==> src/rtl/muldiv_ctrl.sv <==
`default_nettype none
// ============================================================================
// Module   : muldiv_ctrl
// Purpose  : HI/LO multiply/divide sequencer for the execute stage. Accepts
//            MULT/MULTU/DIV/DIVU/MTHI/MTLO/MFHI/MFLO requests, runs a
//            multicycle multiply or a 32-iteration restoring divide, stalls
//            the pipeline while busy and owns the architectural HI/LO pair.
//            A flush aborts any in-flight operation and leaves HI/LO intact.
// Ports    : clk, resetn      - clock, asynchronous active-low reset
//            valid_i, op_i    - HI/LO-class instruction present / opcode
//            a_i, b_i         - rs / rt operand values
//            flush_i          - exception/ERET flush of the execute stage
//            stall_o          - hold execute and everything upstream
//            rdata_o          - MFHI/MFLO read data (combinational)
//            hi_o, lo_o       - architectural HI and LO
//            busy_o           - multiply or divide in flight
// Revision : 1.0 - initial release
// ============================================================================
module muldiv_ctrl #(
    parameter int MUL_LAT   = 2,
    parameter int DIV_ITERS = 32
) (
    input  logic        clk,
    input  logic        resetn,
    input  logic        valid_i,
    input  logic [2:0]  op_i,
    input  logic [31:0] a_i,
    input  logic [31:0] b_i,
    input  logic        flush_i,
    output logic        stall_o,
    output logic [31:0] rdata_o,
    output logic [31:0] hi_o,
    output logic [31:0] lo_o,
    output logic        busy_o
);

    localparam logic [2:0] c_op_mthi = 3'd4;
    localparam logic [2:0] c_op_mtlo = 3'd5;
    localparam logic [2:0] c_op_mfhi = 3'd6;
    localparam logic [2:0] c_op_mflo = 3'd7;

    localparam logic [5:0] c_mul_last = 6'(MUL_LAT - 1);
    localparam logic [5:0] c_div_last = 6'(DIV_ITERS - 1);

    typedef enum logic [1:0] {
        S_IDLE = 2'd0,
        S_MUL  = 2'd1,
        S_DIV  = 2'd2,
        S_DONE = 2'd3
    } state_t;

    state_t      state_q, state_d;
    logic [5:0]  cnt_q,   cnt_d;
    logic [31:0] a_q,     a_d;      // multiplicand
    logic [31:0] b_q,     b_d;      // multiplier, or |divisor| for a divide
    logic        sgn_q,   sgn_d;    // signed multiply
    logic        qneg_q,  qneg_d;   // negate quotient at commit
    logic        rneg_q,  rneg_d;   // negate remainder at commit
    logic [31:0] rem_q,   rem_d;    // partial remainder
    logic [31:0] quo_q,   quo_d;    // dividend shifting out / quotient shifting in
    logic [31:0] hi_q,    hi_d;
    logic [31:0] lo_q,    lo_d;

    logic        stall;

    // ------------------------------------------------------------------
    // Datapath
    // ------------------------------------------------------------------
    logic        w_op_signed;
    logic        w_start;
    logic [31:0] w_a_abs;
    logic [31:0] w_b_abs;
    logic [63:0] w_ma;
    logic [63:0] w_mb;
    logic [63:0] w_prod;
    logic [32:0] w_shift;
    logic [32:0] w_diff;
    logic        w_ge;
    logic [31:0] w_rem_nx;
    logic [31:0] w_quo_nx;

    // MULT and DIV have op[0]=0; their unsigned twins have op[0]=1.
    assign w_op_signed = ~op_i[0];
    // Multiply/divide opcodes all have op[2]=0.
    assign w_start     = valid_i & ~flush_i & ~op_i[2];

    assign w_a_abs = (w_op_signed & a_i[31]) ? (32'd0 - a_i) : a_i;
    assign w_b_abs = (w_op_signed & b_i[31]) ? (32'd0 - b_i) : b_i;

    // Extend both operands to 64 bits so one unsigned multiply serves both
    // signed and unsigned forms; the low 64 bits of the product are exact.
    assign w_ma   = sgn_q ? {{32{a_q[31]}}, a_q} : {32'd0, a_q};
    assign w_mb   = sgn_q ? {{32{b_q[31]}}, b_q} : {32'd0, b_q};
    assign w_prod = w_ma * w_mb;

    // One restoring-divide step: bring in the next dividend bit, trial
    // subtract, keep the difference only when it did not go negative.
    // The shifted remainder is always below twice the divisor, so bit 32
    // of the 33-bit difference is a reliable sign.
    assign w_shift  = {rem_q, quo_q[31]};
    assign w_diff   = w_shift - {1'b0, b_q};
    assign w_ge     = ~w_diff[32];
    assign w_rem_nx = w_ge ? w_diff[31:0] : w_shift[31:0];
    assign w_quo_nx = {quo_q[30:0], w_ge};

    // ------------------------------------------------------------------
    // Next-state and output logic
    // ------------------------------------------------------------------
    always_comb begin
        state_d = state_q;
        cnt_d   = cnt_q;
        a_d     = a_q;
        b_d     = b_q;
        sgn_d   = sgn_q;
        qneg_d  = qneg_q;
        rneg_d  = rneg_q;
        rem_d   = rem_q;
        quo_d   = quo_q;
        hi_d    = hi_q;
        lo_d    = lo_q;
        stall   = 1'b0;

        case (state_q)
            S_IDLE: begin
                if (w_start) begin
                    stall  = 1'b1;
                    cnt_d  = 6'd0;
                    a_d    = a_i;
                    b_d    = b_i;
                    sgn_d  = w_op_signed;
                    qneg_d = 1'b0;
                    rneg_d = 1'b0;
                    if (!op_i[1]) begin
                        state_d = S_MUL;
                    end else if (b_i == 32'd0) begin
                        // Divide by zero: architecturally undefined, HI/LO kept.
                        state_d = S_DONE;
                    end else begin
                        state_d = S_DIV;
                        b_d     = w_b_abs;
                        quo_d   = w_a_abs;
                        rem_d   = 32'd0;
                        qneg_d  = w_op_signed & (a_i[31] ^ b_i[31]);
                        rneg_d  = w_op_signed & a_i[31];
                    end
                end else if (valid_i && !flush_i && op_i == c_op_mthi) begin
                    hi_d = a_i;
                end else if (valid_i && !flush_i && op_i == c_op_mtlo) begin
                    lo_d = a_i;
                end
            end

            S_MUL: begin
                stall = 1'b1;
                if (cnt_q == c_mul_last) begin
                    hi_d    = w_prod[63:32];
                    lo_d    = w_prod[31:0];
                    state_d = S_DONE;
                end else begin
                    cnt_d = cnt_q + 6'd1;
                end
            end

            S_DIV: begin
                stall = 1'b1;
                rem_d = w_rem_nx;
                quo_d = w_quo_nx;
                if (cnt_q == c_div_last) begin
                    // Magnitude result with signs restored; 0x80000000 / -1
                    // wraps naturally to 0x80000000 with remainder 0.
                    lo_d    = qneg_q ? (32'd0 - w_quo_nx) : w_quo_nx;
                    hi_d    = rneg_q ? (32'd0 - w_rem_nx) : w_rem_nx;
                    state_d = S_IDLE == S_IDLE ? S_DONE : S_DONE;
                end else begin
                    cnt_d = cnt_q + 6'd1;
                end
            end

            S_DONE: begin
                // The stalled instruction retires this cycle; its valid_i
                // is still visible and must not restart the operation.
                state_d = S_IDLE;
            end

            default: begin
                state_d = S_IDLE;
            end
        endcase

        // Flush wins over start, commit and MT writes.
        if (flush_i) begin
            state_d = S_IDLE;
            cnt_d   = 6'd0;
            hi_d    = hi_q;
            lo_d    = lo_q;
            stall   = 1'b0;
        end
    end

    // ------------------------------------------------------------------
    // State registers
    // ------------------------------------------------------------------
    always_ff @(posedge clk or negedge resetn) begin
        if (!resetn) begin
            state_q <= S_IDLE;
            cnt_q   <= 6'd0;
            a_q     <= 32'd0;
            b_q     <= 32'd0;
            sgn_q   <= 1'b0;
            qneg_q  <= 1'b0;
            rneg_q  <= 1'b0;
            rem_q   <= 32'd0;
            quo_q   <= 32'd0;
            hi_q    <= 32'd0;
            lo_q    <= 32'd0;
        end else begin
            state_q <= state_d;
            cnt_q   <= cnt_d;
            a_q     <= a_d;
            b_q     <= b_d;
            sgn_q   <= sgn_d;
            qneg_q  <= qneg_d;
            rneg_q  <= rneg_d;
            rem_q   <= rem_d;
            quo_q   <= quo_d;
            hi_q    <= hi_d;
            lo_q    <= lo_d;
        end
    end

    // While reset is held no request can be accepted, so the pipeline is
    // released immediately rather than seeing a start-cycle stall.
    assign stall_o = stall & resetn;
    assign busy_o  = (state_q == S_MUL) || (state_q == S_DIV);
    assign hi_o    = hi_q;
    assign lo_o    = lo_q;

    always_comb begin
        rdata_o = 32'd0;
        if (op_i == c_op_mfhi) begin
            rdata_o = hi_q;
        end else if (op_i == c_op_mflo) begin
            rdata_o = lo_q;
        end
    end

endmodule
`default_nettype wire

==> config.mk <==
export PLATFORM = sky130hd
export DESIGN_NAME = muldiv_ctrl
export DESIGN_NICKNAME = d
export VERILOG_FILES = /design/src/rtl/muldiv_ctrl.sv
export SDC_FILE = /design/constraint.sdc
export NUM_CORES = 2
export LEC_CHECK = 0
export BUFFER_PORTS_ARGS = -buffer_cell sky130_fd_sc_hd__buf_2
export CELL_PAD_IN_SITES_DETAIL_PLACEMENT = 0
export CELL_PAD_IN_SITES_GLOBAL_PLACEMENT = 1
export CORE_AREA = 2 2 337 339
export CTS_BUF_LIST = sky130_fd_sc_hd__clkbuf_16
export CTS_CLUSTER_DIAMETER = 30
export DETAILED_ROUTE_END_ITERATION = 8
export DIE_AREA = 0 0 339 341
export GPL_ROUTABILITY_DRIVEN = 0
export PLACE_DENSITY = 0.95
export SKIP_CTS_REPAIR_TIMING = 1
export SYNTH_ARGS = -nofsm -noshare
export SYNTH_HDL_FRONTEND = slang
export SYNTH_SLANG_ARGS = --single-unit
==> constraint.sdc <==
create_clock -name clk -period 14.8 [get_ports clk]
set_clock_uncertainty 0.15 [all_clocks]
set_input_delay 2.22 -clock clk [delete_from_list [all_inputs] [get_ports clk]]
set_output_delay 2.22 -clock clk [all_outputs]
set_load 0.05 [all_outputs]
==> reports/results.ini <==
[worst_setup_path]
critical_path.slowest_cell = fa_1
worst_ep_arrival_time_ns = 11.16
kind_of_end_point_of_the_critical_path = flop
worstSetupStartpointType = flop
worst_r2r_path_depth = 31
crit_path_max_fanout = 23
r2r_end = hi_o[26]
rr_startpoint = sgn_q
critPathKind = flop to flop
reg2reg_setup_slack_ns = 4.02
worst_path_most_repeated_cell = fa_1
crit_path_required_time_ns = 15.18
critPathMaxStageDelay_ns = 0.85

[placement]
port_buffers = 168
dp_hpwl_mm = 147.3
placedCellCount = 8332

[global_route]
grt_overflow_total = 0
pin_count_of_the_biggest_net_entering_global_routing = 107
number_of_global_route_vias_before_repair = 52150
grt_antenna_before_repair = 13
grt_util_all_layers = 0.3312
first_pass_grt_wire_length_mm = 294.7

[sta]
timing_worst_slew_pin_value_ns = 1.269
max_clock_freq_ghz = 0.09275
clock_period_minus_worst_slack_ns = 10.78
report.final.setup_viol = 0
rsz_0062_raised_after_global_routing = no
finalHoldViolations = 0
layout_worst_path_cycle_share = 0.7285
max_slew_violation_count = 0
sum_neg_setup_slack_ns = 0
slew_headroom = 0.1404

[die]
ioPinCount = 169
fp.dieArea_um2 = 115600
die_width_um = 339
die-height_um = 341
start_util = 0.5574
core_footprint_um2 = 111900
num_rows = 123

[routing]
detailroute.via_count = 48960
detail-route-antenna-nets = 0
detail_route.first_pass.iterations = 6
avgViaCountPerCell = 5.790
drt_iter0_drc = 4724
routed_wirelength_mm = 185.3
drc = 0
wire_per_inst_um = 21.91

[final_layout]
final_net_count = 8734
area_growth_pct = 6.760
utilization = 0.5951
final-instance-count-excl-fill = 8457
drive_gt1_frac = 0.06222
nFillCells = 9504

[cts]
cts_buffers = 59
cts_tree = done
clockRootBuffer = clkbuf_16
cts-htree-levels = 2
clk_latency_ns = 0.64
cts.sink_count = 203
clk_pin_slew_ns = 0.05
maximum_number_of_buffers_from_clock_root_to_sink = 3

[yosys]
synth_compound_gate_area_share = 0.08290
main_combinational_cell_family_by_area_after_synthesis = adder cells
post_synth_main_area_contributors = fa_1 46%, inv_1 9.6%, dfrtp_1 8.1%, ha_1 7.0%, and2_1 5.8%
post-synth-top-area-fraction = 0.4558
post_synth_fa_ha_maj_area_fraction = 0.5264
syn-mean-instance-area_um2 = 8.986
synth_cells = 6940
post_synth_mux_area_share = 0.002628
synth_xor_area_frac = 0.03497
ys_seq_elements = 203
yosysTopAreaCell = fa_1
mappedNetlistArea_um2 = 62360
postSynthNetCount = 8781
synth-edff-count = 0
synth_cell_types = 93
area_fraction_in_and_or_nand_and_nor_cells_after_synthesis = 0.1536
synth.yosys.seq_area_share = 0.08146
synth-async-reset-ratio = 1.000
ys_dominant_reg_cell = dfrtp_1
ys.warnings.count = 0

[job]
max_cap_violations = 0

[status]
run_status = complete, no violations

[min_path]
hold_path_depth = 2
hp-class = flop to flop
worstHoldStart = a_q[12]
worst_hold_path.endpoint = a_q[12]

-- metal layers --
layer  vias to the layer above  part of all wire  wire, um  track usage
met4                         0             0.060     11060       0.1723
met5                         -                 0         0            0
met2                      2637              0.46     84600       0.5182
li1                      20790                 -         -            -
met3                       531              0.11     19890      0.06735
met1                     25000              0.38     69720       0.4392
-- registers in the layout (all words and copies together), names as in the netlist --
signal	flops
quo_q	32
qneg_q	1
rem_q	32
cnt_q	6
lo_o	32
b_q	32
state_q	2
hi_o	32
rneg_q	1
a_q	32
sgn_q	1
-- cell families after synthesis --
family	after synthesis
DFF	203
adders and majority gates	1772
buffers and inverters	1953
AOI/OAI and AO/OA	781
xor gates and xnor gates	249
and+or+nand+nor	1966
muxes	16
-- critical path, delay by kind of cell, from the launching register on --
kind / cells / cell delay, ns
adder cells (fa/ha/maj): 11 / 5.97
AO/OA/AOI/OAI: 5 / 1.54
buffers and inverters: 8 / 1.34
AND/OR/NAND/NOR: 6 / 0.99
flip-flops: 1 / 0.34
XOR/XNOR: 1 / 0.28
-- layout by cell type (no fill, tap or decap), types with 23 or more instances in the layout --
| cell type | n |
|---|---|
| a21o_1 | 44 |
| nor3_1 | 34 |
| nand2_1 | 911 |
| a221oi_1 | 48 |
| a31oi_1 | 23 |
| a21oi_1 | 177 |
| and2_1 | 581 |
| o21ai_0 | 200 |
| buf_2 | 167 |
| nand3_1 | 56 |
| fa_1 | 1420 |
| ha_1 | 347 |
| buf_4 | 87 |
| nor2_1 | 189 |
| xnor2_1 | 175 |
| xor2_1 | 74 |
| and3_1 | 36 |
| dfrtp_1 | 194 |
| nor4_1 | 27 |
| o31ai_1 | 86 |
| clkbuf_16 | 59 |
| a22o_1 | 34 |
| inv_1 | 1589 |
-- cells in the mapped netlist, types with 11 or more instances --
cell      number
a211oi_1      20
a21o_1        44
a21oi_1      177
a221oi_1      48
a22o_1        34
a31o_2        11
a31oi_1       23
and2_1       581
and3_1        37
buf_1         22
buf_2         14
clkbuf_1     323
dfrtp_1      203
fa_1        1420
ha_1         350
inv_1       1587
mux2i_1       13
nand2_1      913
nand2b_1      21
nand3_1       56
nand4_1       11
nor2_1       189
nor2b_1       19
nor3_1        34
nor4_1        27
o211ai_1      11
o21a_1        16
o21ai_0      200
o21bai_1      13
o31ai_1       86
or3_1         20
or4_1         13
xnor2_1      175
xor2_1        74
-- stage by stage --
stage	cell area (um2)	worst slack [ns]	hold slack (ns)
after detailed placement	64400	4.189	0.3142
after global routing	66560	3.567	0.3510
after floorplan	62360	5.350	0.3147
after global placement	64400	4.344	0.3097
final	66580	4.018	0.3236
after CTS	66540	4.179	0.3250
-- worst max path at each step --
stage	slack [ns]	cells past startpoint	to	startpoint
5_1_grt	3.57	31	hi_o[26]	sgn_q
4_1_cts	4.18	31	hi_o[30]	sgn_q
2_1_floorplan	5.35	32	hi_o[30]	a_q[31]
6_report	4.02	31	hi_o[26]	sgn_q
3_3_place_gp	4.34	33	hi_o[30]	b_q[31]
3_5_place_dp	4.19	31	hi_o[30]	sgn_q
-- layout make-up --
| class | instances | area (um2) | area share |
|---|---|---|---|
| multi-input combinational | 4784 | 49960 | 0.7503 |
| inverter | 1590 | 5968 | 0.08964 |
| sequential | 203 | 5091 | 0.07647 |
| tap | 1500 | 1877 | 0.02819 |
| timing repair buffer | 255 | 1504 | 0.02259 |
| clock buffer | 59 | 1476 | 0.02218 |
| clock inverter | 52 | 669.4 | 0.01005 |
| antenna | 14 | 35.03 | 0.0005262 |
Power is not shown: default switching activity piles up to over one toggle a cycle in this logic, so the estimate is an artifact.
